==> config.mk <==
export PLATFORM = sky130hd
export DESIGN_NAME = bsearch_sequencer
export DESIGN_NICKNAME = d
export VERILOG_FILES = /design/src/rtl/bsearch_sequencer.sv
export SDC_FILE = /design/constraint.sdc
export NUM_CORES = 1
export LEC_CHECK = 0
export ABC_AREA = 1
export CAP_MARGIN = 10
export CORE_MARGIN = 5
export CORE_UTILIZATION = 50
export CTS_CLUSTER_DIAMETER = 200
export DETAILED_ROUTE_END_ITERATION = 8
export PLACE_DENSITY_LB_ADDON = 0.25
export SETUP_SLACK_MARGIN = 0.1
export SLEW_MARGIN = 0
export SYNTH_ARGS = -nofsm -noshare
export SYNTH_HDL_FRONTEND = slang
export SYNTH_SLANG_ARGS = --single-unit
==> constraint.sdc <==
create_clock -name clk -period 9.83 [get_ports clk]
set_input_delay 1.966 -clock clk [delete_from_list [all_inputs] [get_ports clk]]
set_output_delay 1.966 -clock clk [all_outputs]
set_load 0.03 [all_outputs]
==> src/rtl/bsearch_sequencer.sv <==
// bsearch_sequencer: binary-search sequencer over a sorted synchronous-read RAM,
// pacing each probe to the RAM read latency and reporting hit address and probe count.
module bsearch_sequencer #(
  parameter int ADDR_W = 5,
  parameter int DATA_W = 8,
  parameter int RD_LAT = 1
) (
  input  logic              clk,
  input  logic              reset,
  input  logic              start,
  input  logic              abort,
  input  logic [DATA_W-1:0] target,
  output logic [ADDR_W-1:0] mem_addr,
  input  logic [DATA_W-1:0] mem_rdata,
  output logic              busy,
  output logic              done,
  output logic              found,
  output logic [ADDR_W-1:0] result_addr,
  output logic [3:0]        probes
);
  typedef enum logic [2:0] {IDLE, ISSUE, WAIT, COMPARE, DONE} state_t;
  localparam logic [ADDR_W:0] HI_MAX = {1'b0, {ADDR_W{1'b1}}};
  localparam logic [ADDR_W:0] ONE = (ADDR_W+1)'(1);
  state_t state_q, state_d;
  logic [ADDR_W:0] low_q, low_d, high_q, high_d, mid_x, lo_n, hi_n;
  logic [DATA_W-1:0] tgt_q, tgt_d;
  logic [2:0] wcnt_q, wcnt_d;
  logic found_q, found_d;
  logic [ADDR_W-1:0] res_q, res_d, mid;
  logic [3:0] probes_q, probes_d;
  // bounds are one bit wider so low can step past the top address without wrapping
  assign mid = ADDR_W'(({1'b0, low_q} + {1'b0, high_q}) >> 1);
  assign mid_x = {1'b0, mid};
  assign lo_n = mid_x + ONE;
  assign hi_n = mid_x - ONE;
  always_comb begin
    state_d = state_q;
    low_d = low_q;
    high_d = high_q;
    tgt_d = tgt_q;
    wcnt_d = wcnt_q;
    found_d = found_q;
    res_d = res_q;
    probes_d = probes_q;
    case (state_q)
      IDLE: if (start) begin
        tgt_d = target;
        probes_d = '0;
        state_d = ISSUE;
      end
      ISSUE: begin
        wcnt_d = 3'(RD_LAT - 1);
        state_d = (RD_LAT == 1) ? COMPARE : WAIT;
      end
      WAIT: begin
        wcnt_d = wcnt_q - 3'd1;
        state_d = (wcnt_q == 3'd1) ? COMPARE : WAIT;
      end
      COMPARE: begin
        probes_d = (probes_q == 4'd15) ? probes_q : probes_q + 4'd1;
        if (mem_rdata == tgt_q) begin
          res_d = mid;
          found_d = 1'b1;
          state_d = DONE;
        end else if (mem_rdata > tgt_q) begin
          high_d = (mid == '0) ? high_q : hi_n;
          state_d = (mid == '0 || low_q > hi_n) ? DONE : ISSUE;
        end else begin
          low_d = lo_n;
          state_d = (lo_n > high_q) ? DONE : ISSUE;
        end
      end
      DONE: state_d = start ? DONE : IDLE;
      default: state_d = IDLE;
    endcase
    if (abort) state_d = IDLE;
    if (state_d == IDLE) begin
      low_d = '0;
      high_d = HI_MAX;
      found_d = 1'b0;
      res_d = '0;
    end
  end
  always_ff @(posedge clk or posedge reset) begin
    if (reset) begin
      state_q <= IDLE;
      low_q <= '0;
      high_q <= HI_MAX;
      tgt_q <= '0;
      wcnt_q <= '0;
      found_q <= 1'b0;
      res_q <= '0;
      probes_q <= '0;
    end else begin
      state_q <= state_d;
      low_q <= low_d;
      high_q <= high_d;
      tgt_q <= tgt_d;
      wcnt_q <= wcnt_d;
      found_q <= found_d;
      res_q <= res_d;
      probes_q <= probes_d;
    end
  end
  assign mem_addr = mid;
  assign busy = (state_q == ISSUE) || (state_q == WAIT) || (state_q == COMPARE);
  assign done = (state_q == DONE);
  assign found = found_q;
  assign result_addr = res_q;
  assign probes = probes_q;
endmodule

==> results by group <==
Run status
  • Status: completed

GRT
  • Total Routing Usage GR: 0.190
  • Global-route met2 utilization: 0.334
  • Routing usage on met3: 0.0310
  • Global route overflow: 0
  • First-pass GRT wire length: 9740 um
  • Initial antenna violation count: 0
  • Most used routing layer in global routing: met2
  • Vias in the first global route: 2,175
  • Met1 Track Usage GR: 0.240
  • Largest net degree at the start of global routing: 37

Placement
  • HPWL after DPL: 4300 um
  • Setup WS pre-CTS: 5.54 ns
  • Routability-driven placement congestion ratio: 0.834
  • Dpl cell area: 0.00298 sq mm
  • IO Port Bufs: 36

Clocking
  • Post-CTS Resized: 0
  • Post-CTS Setup Inserts: 0
  • CTS max path bufs: 2
  • CTS tree: yes
  • Clock latency on the worst-skew pair: 0.29 ns
  • Cts hold-fix bufs: 0
  • H-Tree Level Count: 2
  • Clock slew seen by the registers of the worst setup and hold paths: 0.08 ns
  • Num CTS Buffers: 5
  • Clock root buffer: clkbuf_8
  • Clock sink count: 36

Layout
  • Antenna fix cells: 0
  • Post-route cell area: 0.00309 sq mm
  • Synth-to-layout area growth: 21.6%
  • Final #Nets: 415
  • Core occupancy in the finished layout: 0.616
  • Share of layout cells above drive strength 1: 0.104

Min path
  • Worst min path class: reg -> reg

Critical path
  • Critical path endpoint category: output port
  • Worst path required time: 7.86 ns
  • Crit-path max FO: 6
  • Worst setup path class: reg -> out
  • CP startpoint kind: flop
  • WP data arrival: 2.49 ns

STA
  • Slew at the pin closest to its max-slew limit: 0.495 ns
  • Final setup vio count: 0
  • Clk_skew: 0.0126 ns
  • Final worst slack: 5.37 ns
  • Hold Vio Cnt, Final: 0
  • Fin crit share: 0.453
  • Final Critical Period: 4.46 ns
  • Rel. slew slack: 0.669
  • Slew Limit Fails: 0
  • RSZ-0062 raised after global routing: no
  • Fmax: 224 MHz
  • Setup TNS: 0 ns

Route
  • Via count: 2,145
  • 1st-iter DRT viols: 72
  • Drt wl/cell: 12.6 um
  • Drt total wl: 5490 um
  • Router iterations before antenna repair: 4
  • Routed vias/inst: 4.92
  • Remaining DRCs: 0
  • Final antenna-violating net count: 0

Yosys
  • Seq cells post-synth: 36
  • Synth top area share: 0.306
  • Synth top area cells: dfrtp_1, ha_1, nand2_1, inv_1, dfstp_2
  • Mapped Nets: 373
  • Cell variety after synth: 33
  • Post-synthesis cell count: 323
  • Sequential area share after synthesis: 0.357
  • Syn avg cell area: 7.86 sq um
  • Post-Syn Area: 0.00254 sq mm
  • Area leader, netlist: dfrtp_1
  • YS warnings: 0

Power and ir drop
  • Tot Pwr: 0.439 mW
  • Switching Fraction: 0.337
  • P_leak: 1.66 nW
  • Seq pwr share: 0.397
  • P_int: 0.291 mW
  • Comb power frac: 0.301
  • Clock share of power: 0.302
  • P_sw: 0.148 mW
  • Power Dens Cells: 142 mW/mm^2
  • Worst VDD drop: 74.8 uV

Floorplanning
  • Core footprint: 0.00501 sq mm
  • Die width: 81.3 um
  • Full die area: 0.00660 sq mm
  • Die H: 81.3 um
  • Number of cell rows: 26
  • Starting density of the core: 0.507
  • Ports: 37

Flow run
  • Max_cap viols: 0
[metal layers]
metal  routed length (um)  up-vias
met2                 2770       39
li1                     -     1117
met1                 2420      984
met3                  225        5
met5                    0        -
met4                   70        0
[registers in the layout, summed over array words and instances, names as in the netlist]
name and flops:
tgt_q 8, wcnt_q 3, probes 4, state_q 3, high_q 6, low_q 6
found 1, result_addr 5
[synthesized netlist by cell type]
library cell	number
nand4_2	1
o22ai_1	2
nand3_1	20
a21oi_1	17
nor4_2	1
a31oi_1	1
nand3_4	1
clkbuf_1	1
nor2_1	25
nor3_1	3
inv_1	56
xor2_1	5
ha_1	29
or2_2	2
inv_2	2
a22oi_1	1
dfrtp_1	31
nand4_1	2
nand2_4	3
nand3_2	4
o21ai_0	16
xnor2_1	3
mux2_2	1
dfstp_2	5
a21oi_2	1
nor3_4	1
nor2_4	1
nand2_2	6
fa_1	1
nand2_1	76
o21a_1	1
o211ai_1	3
buf_8	1
[worst max-delay path, cell delays in order, from the launching register on]
cell	delay, ns
dfstp_2	0.58
ha_1	0.29
a21oi_1	0.25
nand3_1	0.12
nand2_1	0.11
nand2_4	0.10
inv_1	0.08
clkdlybuf4s50_1	0.68
[final timing paths]
kind	slack, ns	endpoint	from	cells after the start
setup reg to reg	5.96	high_q[5]$_DFFE_PP0P_	high_q[0]$_DFFE_PP1P_	24
min in group asynchronous	2.08	probes[3]$_DFFE_PP0P_	reset	3
hold / removal	0.49	found$_DFFE_PP0P_	found$_DFFE_PP0P_	1
hold reg to reg	0.49	found$_DFFE_PP0P_	found$_DFFE_PP0P_	1
max in group asynchronous	7.41	high_q[3]$_DFFE_PP1P_	reset	3
setup / recovery	5.37	mem_addr[4]	high_q[4]$_DFFE_PP1P_	7
[stage by stage]
step,cells,hold slack (ns)
floorplan,323,0.453
global placement,428,0.473
detailed placement,428,0.479
CTS,436,0.497
global route,436,0.533
finish,436,0.492
[layout by cell type, fill, tap and decap left out, types with 3 or more instances in the layout]
cell type / n
xnor2_1: 3
o21ai_0: 16
nand2_4: 3
nand3_2: 4
inv_1: 56
o211ai_1: 3
nand3_1: 20
clkdlybuf4s50_1: 36
dfrtp_1: 31
nand2_1: 76
a21oi_1: 17
nor3_1: 3
nand2_2: 6
nor2_1: 25
ha_1: 29
xor2_1: 5
clkbuf_8: 5
dfstp_2: 5
[logic make-up (layout without fill, tap and decap cells)]
family,Yosys count,after routing,synth area share
AOI/OAI and AO/OA,42,42,0.0907
xor gates and xnor gates,8,8,0.0276
adders and majority gates,30,30,0.151
buffers and inverters,60,103,0.0931
DFF,36,36,0.357
muxes,1,1,0.00444
and+or+nand+nor,146,146,0.276
[final cells by class]
cell class                      instances  area, sq um
Timing Repair Buffer                   37          368
Sequential cell                        36          907
Fill cell                             483         1920
Multi-Input combinational cell        227         1400
Tap cell                               70         87.6
Inverter                               58          218
Clock buffer                            5         68.8
Clock inverter                          3         42.5
[power by group through the flow]
| stage | Combinational (mW) | Sequential, mW | Clock, mW |
|---|---|---|---|
| 2_1_floorplan | 0.100 | 0.176 | 0 |
| 3_3_place_gp | 0.128 | 0.177 | 0 |
| 3_5_place_dp | 0.133 | 0.177 | 0 |
| 4_1_cts | 0.134 | 0.175 | 0.135 |
| 5_1_grt | 0.153 | 0.177 | 0.140 |
| 6_report | 0.132 | 0.175 | 0.132 |
(Power assumes the default switching activity.)
